### config.mk
export PLATFORM = sky130hd
export DESIGN_NAME = cpu_oci_dct_sequencer
export DESIGN_NICKNAME = d
export VERILOG_FILES = /design/src/rtl/cpu_oci_dct_sequencer.sv
export SDC_FILE = /design/constraint.sdc
export NUM_CORES = 1
export LEC_CHECK = 0
export ABC_AREA = 1
export BUFFER_PORTS_ARGS = -buffer_cell sky130_fd_sc_hd__buf_2
export CAP_MARGIN = 20
export CORE_MARGIN = 1
export CORE_UTILIZATION = 45
export DETAILED_ROUTE_END_ITERATION = 10
export PLACE_DENSITY_LB_ADDON = 0.3
export SLEW_MARGIN = 15
export SYNTH_ARGS = -nofsm -noshare
export SYNTH_HDL_FRONTEND = slang
export SYNTH_SLANG_ARGS = --single-unit
export TNS_END_PERCENT = 1
### constraint.sdc
create_clock -name clk -period 5.3 [get_ports clk]
set_input_delay 0.795 -clock clk [delete_from_list [all_inputs] [get_ports clk]]
set_output_delay 0.795 -clock clk [all_outputs]
set_load 0.03 [all_outputs]
### src/rtl/cpu_oci_dct_sequencer.sv
`default_nettype none
// ============================================================================
// Module   : cpu_oci_dct_sequencer
// Brief    : Arbitrates itr/dtr trace frames, packs them into words, flushes
//            words to the trace sink and runs the end-of-test drain.
// Revision : 1.0  initial release
// ============================================================================
module cpu_oci_dct_sequencer #(
    parameter int FRAME_W         = 10,
    parameter int FRAMES_PER_WORD = 3
) (
    input  logic                               clk,
    input  logic                               reset,
    input  logic                               itr_valid,
    input  logic [FRAME_W-1:0]                 itr_frame,
    output logic                               itr_ready,
    input  logic                               dtr_valid,
    input  logic [FRAME_W-1:0]                 dtr_frame,
    output logic                               dtr_ready,
    output logic                               out_valid,
    output logic [FRAME_W*FRAMES_PER_WORD-1:0] out_word,
    output logic [3:0]                         out_count,
    input  logic                               out_ready,
    output logic [FRAME_W*FRAMES_PER_WORD-1:0] dct_buffer,
    output logic [3:0]                         dct_count,
    input  logic                               test_ending,
    output logic                               test_has_ended
);

    localparam int         WORD_W            = FRAME_W * FRAMES_PER_WORD;
    localparam logic [3:0] c_frames_per_word = 4'(FRAMES_PER_WORD);

    typedef enum logic [1:0] {
        S_FILL  = 2'd0,
        S_FLUSH = 2'd1,
        S_DONE  = 2'd2
    } state_t;

    state_t              r_state;
    state_t              r_next;
    logic [WORD_W-1:0]   r_buffer;
    logic [3:0]          r_count;
    logic                r_out_valid;
    logic [WORD_W-1:0]   r_out_word;
    logic [3:0]          r_out_count;
    logic                r_ending;
    logic                r_last_dtr;
    logic                r_has_ended;

    logic                w_ending;
    logic                w_in_fill;
    logic                w_grant_itr;
    logic                w_grant_dtr;
    logic                w_accept;
    logic [FRAME_W-1:0]  w_frame;
    logic [3:0]          w_fill_count;
    logic [WORD_W-1:0]   w_fill_buffer;
    logic                w_load;

    always_comb begin
        w_ending    = r_ending | test_ending;
        w_in_fill   = (r_state == S_FILL) & ~reset;
        // Under contention the source that did not win last time goes first.
        w_grant_itr = itr_valid & (~dtr_valid | r_last_dtr);
        w_grant_dtr = dtr_valid & ~w_grant_itr;
        itr_ready   = w_in_fill & ~r_ending & w_grant_itr;
        dtr_ready   = w_in_fill & ~r_ending & w_grant_dtr;
        w_accept    = itr_ready | dtr_ready;
        w_frame     = itr_ready ? itr_frame : dtr_frame;

        w_fill_count  = r_count + 4'(w_accept);
        w_fill_buffer = r_buffer;
        for (int i = 0; i < FRAMES_PER_WORD; i++) begin
            if (w_accept && (r_count == 4'(i)))
                w_fill_buffer[i*FRAME_W +: FRAME_W] = w_frame;
        end

        r_next = r_state;
        w_load = 1'b0;
        case (r_state)
            S_FILL: begin
                if ((w_fill_count == c_frames_per_word) ||
                    (w_ending && (w_fill_count != 4'd0))) begin
                    r_next = S_FLUSH;
                    w_load = 1'b1;
                end else if (w_ending) begin
                    r_next = S_DONE;
                end
            end
            S_FLUSH: begin
                if (out_ready)
                    r_next = w_ending ? S_DONE : S_FILL;
            end
            S_DONE:  r_next = S_DONE;
            default: r_next = S_FILL;
        endcase
    end

    always_ff @(posedge clk) begin
        if (reset)
            r_state <= S_FILL;
        else
            r_state <= r_next;
    end

    always_ff @(posedge clk) begin
        if (reset) begin
            r_buffer    <= '0;
            r_count     <= 4'd0;
            r_out_valid <= 1'b0;
            r_out_word  <= '0;
            r_out_count <= 4'd0;
            r_ending    <= 1'b0;
            r_last_dtr  <= 1'b1;
            r_has_ended <= 1'b0;
        end else begin
            r_ending    <= w_ending;
            r_has_ended <= (r_next == S_DONE);
            if (w_accept)
                r_last_dtr <= dtr_ready;
            if (r_state == S_FILL) begin
                r_buffer <= w_fill_buffer;
                r_count  <= w_fill_count;
                if (w_load) begin
                    r_out_word  <= w_fill_buffer;
                    r_out_count <= w_fill_count;
                    r_out_valid <= 1'b1;
                end
            end else if ((r_state == S_FLUSH) && out_ready) begin
                r_buffer    <= '0;
                r_count     <= 4'd0;
                r_out_valid <= 1'b0;
            end
        end
    end

    assign out_valid      = r_out_valid;
    assign out_word       = r_out_word;
    assign out_count      = r_out_count;
    assign dct_buffer     = r_buffer;
    assign dct_count      = r_count;
    assign test_has_ended = r_has_ended;

endmodule
`default_nettype wire
==> impl_metrics.ini <==
[routing]
drc_errors = 0
postRouteAntennaNets = 0
wl_per_cell_um = 12.5
first_pass_iters = 5
viasPerCell = 4.75
vias = 3541
drtIter0Drc = 212
drt-total-wl_um = 9300

[floorplan]
dieArea_um2 = 8240
fp.dieH_um = 90.8
io_pins = 98
rows = 32
coreArea_um2 = 7690
die_w_um = 90.8
initial_core_util_pct = 46.1

[clock_tree]
cts_root_buffer = clkbuf_8
cts_resized = 0
cts.sink_count = 74
clkTransAtPathRegs_ns = 0.08
tritoncts = built
ctsHoldBuffers = 0
clk_path_buf_depth = 2
cts_buffers = 9
post-cts-setup-buffers = 0
cts_max_level = 3
insertion_delay_ns = 0.35

[sta]
slew_violations = 0
min_period_ns = 3.82
fin_crit_sh_pct = 72.1
hold_viol_final = 0
setup_tns_ns = 0
setup_viol_count_final = 0
max_slew.worst_pin.slew_ns = 0.637
setup_slack_ns = 1.48
rsz0062_at_grt = false
clock_skew_ns = 0.00688
slew_headroom_pct = 57.5
timing.fmax_ghz = 0.262

[worst_setup_path]
path_class = input pin to register
r2r_slack_ns = 2.05
crit_arrival_ns = 4.06
r2r_end = out_word[15]$_SDFFE_PP0P_
rr_startpoint = r_state[0]$_SDFF_PP0_
crit_path_max_fanout = 28
crit_required_ns = 5.54
cp-end-kind = register
rr_worst_depth = 14
worstSetupStartpointType = input pin

[power_and_ir_drop]
power_leakage_nw = 2.27
power-per-cell-area_nw_per_um2 = 411
ir_worst_vdd_v = 0.000190

[min_path]
min_from = r_last_dtr$_SDFFE_PP1N_
whs_endpoint = r_last_dtr$_SDFFE_PP1N_
hold_path.class = register to register
whs_path_depth = 2

[global_routing]
overflow = 0
grt_pass1_vias = 3207
grt_usage_pct = 22.8
grt_antenna_before_repair = 0
grt_pass1_wl_um = 15000
grt_max_degree = 32

[final_layout]
area_growth_pct = 20.6
antenna_cells = 0
drive_above_1_share_pct = 19.3
nNetsFinal = 668
fillers = 796

[logic_synthesis]
synth-compound-area-share_pct = 11.3
ys_types = 30
synth-main-ff-cell = dfxtp_1
yosysMostFrequentCell = nand2_1
synth_area_per_cell_um2 = 6.45
synth_warnings = 0
synth_edf_count = 0
synth_top_family_by_area = simple AND/OR/NAND/NOR gates
ys_seq_elements = 74
yosysTopAreaCellShare_pct = 41.8
netlist_top_cells_area = dfxtp_1 42%, nand2_1 20%, inv_1 12%, nor2_1 6.1%, o22ai_1 5.5%
mappedNetlistNets = 578
synth_xor_area_share_pct = 0.247
async_flop_share_pct = 0
synthAdderAreaFrac_pct = 0.706
yosys.area_share.simple_pct = 30.7
synth.largest_area_cell = dfxtp_1
netlist_top_cells_count = 193 x nand2_1, 111 x inv_1, 74 x dfxtp_1
synthCells = 550
ys_seq_area_share_pct = 41.8
syn_area_um2 = 3550
synthMuxAreaShare_pct = 0

[placed_design]
io_buffer_count = 97
hpwl_um = 6600
pre_cts_ws_ns = 1.12
place_congestion = 0.845

[run_status]
status = finished, final reports clean

[job]
cap_violations = 0
[critical path, cell delays in order]
cell and delay, ns:
buf_2 0.22, inv_2 0.43, nand3_4 0.25, a21oi_4 0.39, ha_1 0.27, ha_1 0.17
xnor2_1 0.18, nand3_1 0.12, nand2_1 0.09, nand2_1 0.08, nor2_2 0.50, buf_4 0.34
nand2_1 0.08, nand2_1 0.06, nor2_1 0.04
[sequential cells by signal (all words and copies together) (netlist names)]
register and cells:
test_has_ended 1, r_state 2, out_valid 1, out_count 4, r_ending 1, r_last_dtr 1
dct_buffer 30, out_word 30, dct_count 4
[layout make-up]
type / instances / area [um^2] / area share (%)
clock buffer: 11 / 131 / 3.07
clock inverter: 3 / 42.5 / 0.995
inverter: 113 / 424 / 9.92
multi-input combinational: 340 / 1520 / 35.6
sequential: 74 / 1480 / 34.7
tap: 102 / 128 / 2.99
timing repair buffer: 102 / 548 / 12.8
[worst max-delay path by stage]
stage | cells past startpoint | slack, ns | end | start
4_1_cts | 15 | 1.48 | out_word[18]$_SDFFE_PP0P_ | reset
5_1_grt | 15 | 1.17 | out_word[10]$_SDFFE_PP0P_ | reset
6_report | 15 | 1.48 | out_word[15]$_SDFFE_PP0P_ | reset
3_3_place_gp | 15 | 1.28 | out_word[11]$_SDFFE_PP0P_ | reset
2_1_floorplan | 4 | 2.55 | dtr_ready | reset
3_5_place_dp | 15 | 1.12 | out_count[3]$_SDFFE_PP0P_ | reset
[layer usage]
metal / part of all wire (%) / track usage (%) / vias to the layer above / wire [um]
li1: - / - / 1829 / -
met1: 46 / 30.8 / 1569 / 4310
met2: 45 / 36.4 / 128 / 4180
met3: 6.5 / 2.69 / 15 / 607
met4: 2.2 / 10.4 / 0 / 205
met5: 0 / 0 / - / 0
[where the power goes]
| part | switching [mW] | internal [mW] |
|---|---|---|
| registers | 0.0432 | 0.638 |
| logic | 0.462 | 0.199 |
| clock network | 0.204 | 0.212 |
| total | 0.710 | 1.05 |
[metrics by stage]
stage               cells  power [mW]  hold slack (ns)  util [%]  area (um^2)
finish                745        1.76            0.480      55.6         4280
global route          745        1.87            0.509      55.6         4280
CTS                   742        1.75            0.481      55.0         4230
detailed placement    728        1.34            0.470      52.7         4050
global placement      728        1.33            0.464      52.7         4050
floorplan             550        1.19            0.451         -         3550
[cell families after synthesis]
kind of cell	Yosys count
flip-flops	74
AND/OR/NAND/NOR	273
adder cells (fa/ha/maj)	2
AO/OA/AOI/OAI	64
XOR/XNOR	1
buffers and inverters	136
[cell usage in the layout (no fill, tap or decap), drive strengths merged]
cell      synthesis  routed
clkbuf            8      11
a21oi            16      16
nand3            10      10
nor2             62      62
nand4             2       2
buf              15     102
o21ai             6       6
clkinv            1       2
o21bai           10      10
xnor2             1       1
clkinvlp          0       1
nand2           194     194
o22ai            31      31
or2               1       1
ha                2       2
nand3b            1       1
o22a              1       1
dfxtp            74      74
bufinv            0       1
inv             112     112
nor3              3       3
No activity file was read; power rests on OpenSTA's default activity.
